==> src/rtl/alu_pkg.sv <==
// Shared encodings for the bit-serial ALU sequencer.
// ALU control codes, 1-bit slice op codes and FSM states.
package alu_pkg;

  localparam logic [3:0] CTRL_AND = 4'b0000;
  localparam logic [3:0] CTRL_OR  = 4'b0001;
  localparam logic [3:0] CTRL_ADD = 4'b0010;
  localparam logic [3:0] CTRL_SUB = 4'b0110;
  localparam logic [3:0] CTRL_SLT = 4'b0111;
  localparam logic [3:0] CTRL_NOR = 4'b1100;

  localparam logic [1:0] OP_AND = 2'b00;
  localparam logic [1:0] OP_OR  = 2'b01;
  localparam logic [1:0] OP_ADD = 2'b10;

  typedef enum logic [1:0] {
    ST_IDLE,
    ST_RUN,
    ST_DONE
  } state_t;

  function automatic logic sub_cin(input logic [3:0] c);
    return (c == CTRL_SUB) || (c == CTRL_SLT);
  endfunction

endpackage

==> src/rtl/bit_serial_alu_ctrl.sv <==
// Sequencer feeding an external 1-bit ALU slice LSB-first
// and assembling the WIDTH-bit result and flags.
module bit_serial_alu_ctrl
  import alu_pkg::*;
#(
  parameter int WIDTH = 32
) (
  input  logic             clk_i,
  input  logic             rst_i,
  input  logic             start_i,
  output logic             ready_o,
  input  logic [WIDTH-1:0] src1_i,
  input  logic [WIDTH-1:0] src2_i,
  input  logic [3:0]       ctrl_i,
  output logic             slice_src1_o,
  output logic             slice_src2_o,
  output logic             slice_less_o,
  output logic             slice_a_inv_o,
  output logic             slice_b_inv_o,
  output logic             slice_cin_o,
  output logic [1:0]       slice_op_o,
  input  logic             slice_result_i,
  input  logic             slice_cout_i,
  output logic [WIDTH-1:0] result_o,
  output logic             zero_o,
  output logic             cout_o,
  output logic             overflow_o,
  output logic             done_o
);

  localparam int IW = $clog2(WIDTH);
  localparam logic [IW-1:0] IDX_LAST = IW'(WIDTH - 1);

  state_t           state_q;
  logic [WIDTH-1:0] a_q;
  logic [WIDTH-1:0] b_q;
  logic [3:0]       ctrl_q;
  logic [IW-1:0]    idx_q;
  logic             carry_q;
  logic [WIDTH-2:0] acc_q;
  logic [WIDTH-2:0] acc_nxt;
  logic             ready_q;
  logic             done_q;
  logic [WIDTH-1:0] result_q;
  logic             zero_q;
  logic             cout_q;
  logic             ovf_q;

  logic [1:0]       op_d;
  logic             a_inv_d;
  logic             b_inv_d;
  logic             arith_d;
  logic             slt_d;
  logic             valid_d;
  logic             run;
  logic             ovf;
  logic [WIDTH-1:0] res_d;
  logic             cout_d;
  logic             ovf_d;

  always_comb begin
    op_d    = OP_AND;
    a_inv_d = 1'b0;
    b_inv_d = 1'b0;
    arith_d = 1'b0;
    slt_d   = 1'b0;
    valid_d = 1'b1;
    unique case (1'b1)
      (ctrl_q == CTRL_AND): op_d = OP_AND;
      (ctrl_q == CTRL_OR):  op_d = OP_OR;
      (ctrl_q == CTRL_NOR): begin
        a_inv_d = 1'b1;
        b_inv_d = 1'b1;
      end
      (ctrl_q == CTRL_ADD): begin
        op_d    = OP_ADD;
        arith_d = 1'b1;
      end
      (ctrl_q == CTRL_SUB): begin
        op_d    = OP_ADD;
        b_inv_d = 1'b1;
        arith_d = 1'b1;
      end
      (ctrl_q == CTRL_SLT): begin
        op_d    = OP_ADD;
        b_inv_d = 1'b1;
        slt_d   = 1'b1;
      end
      default: valid_d = 1'b0;
    endcase
  end

  // Slice is only driven while running so idle/reset shows all zeros.
  assign run           = (state_q == ST_RUN);
  assign slice_src1_o  = run & a_q[idx_q];
  assign slice_src2_o  = run & b_q[idx_q];
  assign slice_less_o  = 1'b0;
  assign slice_a_inv_o = run & a_inv_d;
  assign slice_b_inv_o = run & b_inv_d;
  assign slice_cin_o   = run & carry_q;
  assign slice_op_o    = run ? op_d : OP_AND;

  always_comb begin
    acc_nxt            = acc_q >> 1;
    acc_nxt[WIDTH-2]   = slice_result_i;
  end

  // carry_q holds the carry into the MSB on the last RUN cycle.
  assign ovf = carry_q ^ slice_cout_i;

  always_comb begin
    res_d  = '0;
    cout_d = 1'b0;
    ovf_d  = 1'b0;
    if (slt_d) begin
      res_d[0] = slice_result_i ^ ovf;
    end else if (valid_d) begin
      res_d = {slice_result_i, acc_q};
      if (arith_d) begin
        cout_d = slice_cout_i;
        ovf_d  = ovf;
      end
    end
  end

  always_ff @(posedge clk_i or negedge rst_i) begin
    if (!rst_i) begin
      state_q  <= ST_IDLE;
      a_q      <= '0;
      b_q      <= '0;
      ctrl_q   <= '0;
      idx_q    <= '0;
      carry_q  <= 1'b0;
      acc_q    <= '0;
      ready_q  <= 1'b1;
      done_q   <= 1'b0;
      result_q <= '0;
      zero_q   <= 1'b1;
      cout_q   <= 1'b0;
      ovf_q    <= 1'b0;
    end else begin
      done_q <= 1'b0;
      case (state_q)
        ST_IDLE: begin
          if (start_i && ready_q) begin
            a_q     <= src1_i;
            b_q     <= src2_i;
            ctrl_q  <= ctrl_i;
            idx_q   <= '0;
            carry_q <= sub_cin(ctrl_i);
            acc_q   <= '0;
            ready_q <= 1'b0;
            state_q <= ST_RUN;
          end
        end
        ST_RUN: begin
          acc_q   <= acc_nxt;
          carry_q <= slice_cout_i;
          if (idx_q == IDX_LAST) begin
            result_q <= res_d;
            zero_q   <= (res_d == '0);
            cout_q   <= cout_d;
            ovf_q    <= ovf_d;
            done_q   <= 1'b1;
            state_q  <= ST_DONE;
          end else begin
            idx_q <= idx_q + 1'b1;
          end
        end
        ST_DONE: begin
          ready_q <= 1'b1;
          state_q <= ST_IDLE;
        end
        default: begin
          ready_q <= 1'b1;
          state_q <= ST_IDLE;
        end
      endcase
    end
  end

  assign ready_o    = ready_q;
  assign done_o     = done_q;
  assign result_o   = result_q;
  assign zero_o     = zero_q;
  assign cout_o     = cout_q;
  assign overflow_o = ovf_q;

endmodule
==> config.mk <==
export PLATFORM = sky130hd
export DESIGN_NAME = bit_serial_alu_ctrl
export DESIGN_NICKNAME = d
export VERILOG_FILES = /design/src/rtl/alu_pkg.sv /design/src/rtl/bit_serial_alu_ctrl.sv
export SDC_FILE = /design/constraint.sdc
export NUM_CORES = 1
export LEC_CHECK = 0
export CAP_MARGIN = 10
export CORE_UTILIZATION = 49
export DETAILED_ROUTE_END_ITERATION = 10
export PLACE_DENSITY = 0.72
export SYNTH_ARGS = -nofsm -noshare
export SYNTH_HDL_FRONTEND = slang
export SYNTH_SLANG_ARGS = --single-unit
==> constraint.sdc <==
create_clock -name clk_i -period 2.2 [get_ports clk_i]
set_input_delay 0.44 -clock clk_i [delete_from_list [all_inputs] [get_ports clk_i]]
set_output_delay 0.44 -clock clk_i [all_outputs]
set_load 0.005 [all_outputs]
== After elaboration in Yosys (flattened, before gate mapping) ==
Cells that the tools add are included.

* Add/sub/neg operators: 1
* $lt $le $gt $ge: 1
* Eq/ne operators: 12
* Multiplexer cells: 34
* Bitwise operators: 8
* Reductions and logical operators: 16

{| class="wikitable"
|+ Operators by type and width
! kind !! number
|-
| $mux 31 || 2
|-
| $pmux 31 s2 || 1
|-
| $logic_not 32->1 || 1
|-
| $mux 32 || 1
|-
| $mux 1 || 18
|-
| $eq 4x3->1 const B || 4
|-
| $bmux 1 s5 || 2
|-
| $mux 5 || 2
|-
| $pmux 5 s2 || 1
|-
| $reduce_and 2->1 || 5
|-
| $pmux 2 s2 || 2
|-
| $lt 5x6->1 const B || 1
|-
| $mux 2 || 3
|-
| $reduce_or 3->1 || 2
|-
| $reduce_or 6->1 || 1
|-
| $add 5x1->5 const B || 1
|-
| $and 1x1->1 || 5
|-
| $eq 5x5->1 const B || 1
|-
| $eq 4x1->1 const B || 1
|-
| $eq 4x2->1 const B || 1
|-
| $eq 4x4->1 const B || 1
|-
| $logic_not 4->1 || 1
|-
| $ne 2x2->1 const B || 2
|-
| $pmux 1 s2 || 2
|-
| other kinds (10) || 11
|}

* Flip-flop bits (word level): 144
* Input port bits: 73
* Output and inout port bits: 45
* Word-level logic and storage cells: 85

== Longest topological paths before layout ==
Gate-level depths: netlist (run 1).

* Depth in word-level cells: 6
* Gate-level depth with buffers: 8
* Depth with buffers taken out: 7

== Worst setup path before layout (run 1) ==
Ideal clock, no wire load.

* Kind: reg-to-output
* Start: register idx_q[0]
* End: output slice_src2_o
* Arrival time: 1560 ps
* Required time: 1760 ps
* Setup slack: 200 ps
* Stages on the path, launching flop included: 7
* Buffers on the path: 2
* Cells stage by stage: dfrtp_1 -> buf_6 -> buf_12 -> mux4_1 -> mux2_2 -> o21ai_1 -> a31oi_1

* Cells in the longest elaborated chain, start to end: 3

{| class="wikitable"
|+ RTL lines
! element !! RTL line !! source
|-
| start: declaration || bit_serial_alu_ctrl.sv:38 || <nowiki>logic [IW-1:0] idx_q;</nowiki>
|-
| start signal: assignment || bit_serial_alu_ctrl.sv:167 || <nowiki>idx_q <= idx_q + 1'b1;</nowiki>
|-
| $bmux 1 s5 || bit_serial_alu_ctrl.sv:96 || <nowiki>assign slice_src2_o = run & b_q[idx_q];</nowiki>
|-
| $mux 1 (implied by the code) || bit_serial_alu_ctrl.sv:96 ||
|-
| $and 1x1->1 || bit_serial_alu_ctrl.sv:96 ||
|-
| end: declaration || bit_serial_alu_ctrl.sv:16 || <nowiki>output logic slice_src2_o,</nowiki>
|}

Every way passes these cells. The select of a mux whose other input is x is not followed.

== Worst setup path after layout (run 1) ==
* Start: register idx_q[0]
* End: output slice_src1_o

* Cells in the longest elaborated chain, start to end: 3

{| class="wikitable"
|+ RTL lines
! element !! RTL line !! source
|-
| $bmux 1 s5 || bit_serial_alu_ctrl.sv:95 || <nowiki>assign slice_src1_o = run & a_q[idx_q];</nowiki>
|-
| $mux 1 (implied by the code) || bit_serial_alu_ctrl.sv:95 ||
|-
| $and 1x1->1 || bit_serial_alu_ctrl.sv:95 ||
|-
| end: declaration || bit_serial_alu_ctrl.sv:15 || <nowiki>output logic slice_src1_o,</nowiki>
|}

Every way passes these cells. The select of a mux whose other input is x is not followed.

==> flow_summary.yaml, run 1 <==
synth:
  post-synth-top-area-cell: "dfrtp_1"
  yosys_warnings: 0
  post_synth_num_cell_types: 49
  synth-main-ff-cell: "dfrtp_1"
  netlist_area_mm2: 0.00637
  synth_top_area_share_pct: 55.8
  synth_enable_flop_cells: 0
  synth_area_leaders: "dfrtp_1 (56%), mux2_2 (13%), nand2_1 (8.1%)"
  async_reset_ff_share_pct: 100
  postSynthRegisterBits: 144
  synth_cells: 558
  synth.top_cells.by_count: "dfrtp_1 (142), nand2_1 (137), mux2_2 (71)"
  net_count_after_synthesis: 633
  yosysMostFrequentCell: "dfrtp_1"
  seq_area_frac_synth_pct: 56.6
  post_synthesis_average_cell_area_um2: 11.4
clock_tree:
  cts_made_buffers: 17
  cts_max_path_buffers: 2
  ctsHtreeMaxLevel: 4
  clock_latency_ns: 0.41
  clk_pin_slew_worst_paths_ns: 0.06
  cts.sink_count: 144
  cts_root_buffer: "clkbuf_16"
  cts_tree: "built"
sta:
  worstMarginPinSlew_ns: 0.531
  finalSetupViolations: 2
  finalClockSkew_ns: 0.00476
  relSlewSlack_pct: 64.6
  final_critical_path_setup_slack_ns: -0.406
  report.final.hold_viol_count: 0
  unrepaired_setup_endpoints_after_global_routing: "yes"
  setup_tns_ns: -0.767
  max_freq_mhz: 384
  drv_slew: 0
  period_minus_slack_ns: 2.61
  final_min_period_over_clock_period_pct: 118
drt:
  avgRoutedWirePerCell_um: 16.3
  vias_per_cell: 5.31
  num_vias: 4703
  drt_iter0_drc: 274
  drc_errors: 0
  finalWirelength_um: 14400
  number_of_nets_with_antenna_violations_after_detailed_routing: 0
  drt_pass1_iterations: 4
power:
  power.ir.vdd_worst_mv: 0.547
  p_leak_nw: 3.92
  cellPowerDensity_mw_per_mm2: 689
critical_path:
  cp_data_arrival_time_ns: 2.17
  critical-path-max-stage-delay_ns: 0.43
  cp_cell_sequence: "buf_6 > mux4_2 > nand2_1 > a41o_1 > nor4_2 > buf_2"
  cp_launch_type: "flop"
  criticalPathCategory: "flop to output port"
  cp_max_fo: 7
  cp_num_buf_inv: 2
  worst_path_max_delay_cell: "dfrtp_1"
  critical_path_required_ns: 1.76
  crit_family: "flip-flops"
  cp-end-kind: "output port"
floorplanning:
  dieArea_mm2: 0.0135
  floorplan.die.width_um: 116
  placement_rows: 41
  floorplan.core_area_mm2: 0.0126
  floorplan.io_pins: 118
  start_util_pct: 50.5
  floorplan.die.height_um: 116
global_route:
  grt_max_degree: 58
  antenna_found_initial: 0
  met2_capacity_usage_during_global_routing_pct: 40.5
  gr-usage-all-layers_pct: 23.2
  grt_use_met1_pct: 28.6
  top_usage_layer: "met2"
  grt_pass1_wl_um: 23700
  gr-usage-met3_pct: 4.81
  globalRouteOverflowTotal: 0
  grt_pass1_vias: 4806
layout:
  design_area_mm2: 0.00872
  core_util_final_pct: 69.1
  syn2layout_area_growth_pct: 36.9
  antennaDiodeCount: 0
  drive_gt1_share_pct: 24.7
  layout_nets: 776
placed_design:
  place_worst_setup_slack_ns: -0.364
  place.gp.congestion: 0.789
  numPortBuffers: 116
  post-dp-hpwl_um: 10200
  placement.cell_area_mm2: 0.00798
run_status:
  outcome: "finished with violations"
  failing_checks: "negative setup slack"
flow_run:
  cap_violations: 0
min_path:
  min-delay-path-class: "flop to flop"
## placed cells by master (no fill, tap or decap), drive strengths merged, types with 5 or more instances in the layout
master,count
mux4,11
dfrtp,142
bufinv,5
nor4,9
buf,47
o21ai,68
clkbuf,23
inv,6
mux2,71
nor2,9
mux2i,11
nand2b,5
nand2,137
clkdlybuf4s50,108
## registers in the layout (all words and copies together), names as in the netlist, 2 cells and up
name	flops
result_o	32
a_q	32
ctrl_q	4
acc_q	31
state_q	2
b_q	32
idx_q	5
## cells by family (layout without fill, tap and decap cells)
family | Yosys count | count (layout) | share of synthesized area [%]
DFF | 144 | 144 | 56.6
AOI/OAI and AO/OA | 89 | 89 | 7.98
adders and majority gates | 2 | 2 | 0.393
xor gates and xnor gates | 4 | 4 | 0.786
and+or+nand+nor | 182 | 182 | 12.4
muxes | 93 | 93 | 18.4
other | 1 | 1 | 0.0589
buffers and inverters | 43 | 198 | 3.44
## power by group
group          total (mW)  internal, mW  switching, mW  leakage [nW]
clock network        3.14          2.07           1.08         0.303
logic               0.211         0.129         0.0817          1.81
registers            2.65          2.65        0.00135          1.81
## what timing repair did
action	4_1_cts	5_1_grt
hold buffers	1	0
gates resized for setup	27	6
endpoints found under the hold margin	3	0
setup buffers	2	1
endpoints found under the setup margin	7	5
pin swaps	7	5
## stage by stage
stage                     power (mW)  hold slack (ns)  std cells
after detailed placement        2.91            0.441        850
after global routing            6.18            0.490        885
after floorplan                 2.71            0.144        558
after global placement          2.91            0.437        850
final                           6.01            0.474        885
after CTS                       6.06            0.477        884
## worst paths after layout
kind                             startpoint            to  slack [ns]  cells past startpoint
worst max-delay path               idx_q[0]  slice_src1_o       -0.41                      6
worst min-delay path            result_o[5]   result_o[5]        0.47                      2
min in group asynchronous             rst_i     acc_q[26]        0.56                      2
worst max register to register     idx_q[0]      idx_q[0]        0.10                      9
max in group asynchronous             rst_i       b_q[24]        0.92                      3
worst min register to register  result_o[5]   result_o[5]        0.47                      2
## tightest hold or removal path, stage by stage, from the launching register on
cell and delay (ns):
dfrtp_1 0.34, nand2_1 0.05, nand2_1 0.05
## per-layer routing
metal | up-vias | routed length [um]
li1 | 2220 | -
met1 | 2313 | 5930
met2 | 147 | 7630
met3 | 23 | 619
met4 | 0 | 248
met5 | - | 0
## area by class of cell
type                    count  area, um2
flip-flops and latches    144       3610
inverters                   6       22.5
clock inverters             9        181
well taps                 172        215
clock buffers              22        464
repair buffers            161       1600
multi-input cells         371       2630
fillers                   941       3900
No activity file was read; power rests on OpenSTA's default activity.
==> inputs of run 2 (changes only) <==
Settings changed: PLACE_DENSITY 0.72 to 0.81.
==> flow_summary.yaml, run 2 (synthesized netlist as in run 1, its figures left out) <==
run_status:
  outcome: "finished with violations"
  failing_checks: "negative setup slack"
sta:
  finalSetupViolations: 2
  unrepaired_setup_endpoints_after_global_routing: "yes"
  report.final.hold_viol_count: 0
  drv_slew: 0
  period_minus_slack_ns: 2.70
  worstMarginPinSlew_ns: 0.509
  final_critical_path_setup_slack_ns: -0.500
  final_min_period_over_clock_period_pct: 123
  max_freq_mhz: 370
  finalClockSkew_ns: 0.00673
  relSlewSlack_pct: 66.1
  setup_tns_ns: -0.937
  fin_hold_ws_ns: 0.478
layout:
  drive_gt1_share_pct: 24.6
  n_fill_cell: 883
  design_area_mm2: 0.00878
  antennaDiodeCount: 0
  syn2layout_area_growth_pct: 37.8
  most_frequent_standard_cell_in_the_layout_excluding_fill_and_tap_cells: "dfrtp_1"
  layout_nets: 772
  core_util_final_pct: 69.6
  layout_common_cells: "dfrtp_1 (141), nand2_1 (136), clkdlybuf4s50_1 (108)"
  fin_cells: 882
global_route:
  antenna_found_initial: 0
  grt_pass1_vias: 5157
  globalRouteOverflowTotal: 0
  grt_max_degree: 56
  gr-usage-all-layers_pct: 24.8
  grt_pass1_wl_um: 25100
placed_design:
  place.gp.congestion: 0.878
  place_inst: 839
  numPortBuffers: 116
  post-dp-hpwl_um: 10500
  placement.cell_area_mm2: 0.00793
critical_path:
  cp_cell_sequence: "buf_12 > buf_6 > mux4_2 > mux2_4 > o21ai_4 > a31oi_4 > buf_2"
  critical_path_required_ns: 1.76
  criticalPathCategory: "flop to output port"
  cp_launch_type: "flop"
  cp_max_fo: 6
  worst_path_max_delay_cell: "mux4_2"
  r2r-start: "idx_q[0]"
  cp-end-kind: "output port"
  launching_instance_or_port_of_the_critical_path: "idx_q[0]"
  cp_data_arrival_time_ns: 2.26
  critical-path-max-stage-delay_ns: 0.49
clock_tree:
  cts_max_path_buffers: 2
  cts.sink_count: 144
  cts_made_buffers: 17
  cts_root_buffer: "clkbuf_16"
  clk_pin_slew_worst_paths_ns: 0.06
  cts_tree: "built"
  clock_latency_ns: 0.42
  ctsHtreeMaxLevel: 4
flow_run:
  cap_violations: 0
drt:
  vias_per_cell: 5.43
  avgRoutedWirePerCell_um: 17.5
  number_of_nets_with_antenna_violations_after_detailed_routing: 0
  drt_pass1_iterations: 5
  num_vias: 4790
  drt_iter0_drc: 276
  finalWirelength_um: 15400
  drc_errors: 0
floorplanning:
  floorplan.die.width_um: 116
  floorplan.io_pins: 118
  dieArea_mm2: 0.0135
  start_util_pct: 50.5
  floorplan.core_area_mm2: 0.0126
  placement_rows: 41
  floorplan.die.height_um: 116
min_path:
  min-delay-path-class: "flop to flop"
  min_from: "result_o[29]"
power:
  power.ir.vdd_worst_mv: 0.365
  p_leak_nw: 3.93
  cellPowerDensity_mw_per_mm2: 678
-- run 2: cell count changes in the layout (fill, tap and decap cells not counted), sizes merged --
cell and change:
buf -4, clkinv +4, clkbuf -2, clkinvlp -2
inv +2, bufinv -1
-- run 2: per-stage QoR --
stage	setup slack [ns]	power (mW)
after floorplan	0.200	2.71
after global placement	-0.423	2.90
after detailed placement	-0.410	2.91
after CTS	-0.499	5.98
after global routing	-0.531	6.11
final	-0.500	5.95
-- run 2: path summary, 6_finish.rpt --
kind	end	slack [ns]	depth (start not counted)
setup / recovery	slice_src2_o	-0.50	7
hold / removal	result_o[29]	0.48	2
setup reg to reg	idx_q[0]	0.09	9
hold reg to reg	result_o[29]	0.48	2
max in group asynchronous	ready_o	0.96	3
min in group asynchronous	result_o[23]	0.57	2
-- run 2: worst max-delay path: cells and delay by family, from the launching register on --
kind	cells	cell delay, ns
multiplexers	2	0.80
flip-flops	1	0.43
buffers and inverters	3	0.38
AO/OA/AOI/OAI	2	0.23
-- run 2: repair_timing --
| action | in CTS | in global routing |
|---|---|---|
| gates resized for setup | 29 | 13 |
| endpoints found under the hold margin | 52 | 0 |
| pin swaps | 6 | 2 |
| buffers inserted | 8 | 1 |
| endpoints found under the setup margin | 7 | 6 |
| hold buffers | 1 | 0 |
| gates cloned | 1 | 0 |
-- run 2: routing by layer --
metal / track usage, % / vias to the layer above / wire, um
met4: 12.5 / 0 / 456
met2: 41.9 / 181 / 8150
li1: - / 2217 / -
met5: 0 / - / 0
met3: 6.38 / 52 / 702
met1: 29.3 / 2340 / 6100
-- run 2: cell type report --
| cell class | instances | area (um2) | area share [%] |
|---|---|---|---|
| flip-flops and latches | 144 | 3610 | 41.1 |
| multi-input cells | 371 | 2670 | 30.4 |
| repair buffers | 157 | 1630 | 18.6 |
| clock buffers | 20 | 457 | 5.20 |
| well taps | 172 | 215 | 2.45 |
| clock inverters | 12 | 181 | 2.07 |
| inverters | 6 | 22.5 | 0.257 |
-- run 2: where the power goes --
part,leakage (nW),switching [mW],internal [mW]
Combinational,1.81,0.0803,0.129
Clock,0.311,1.12,1.97
Sequential,1.81,0.00176,2.65
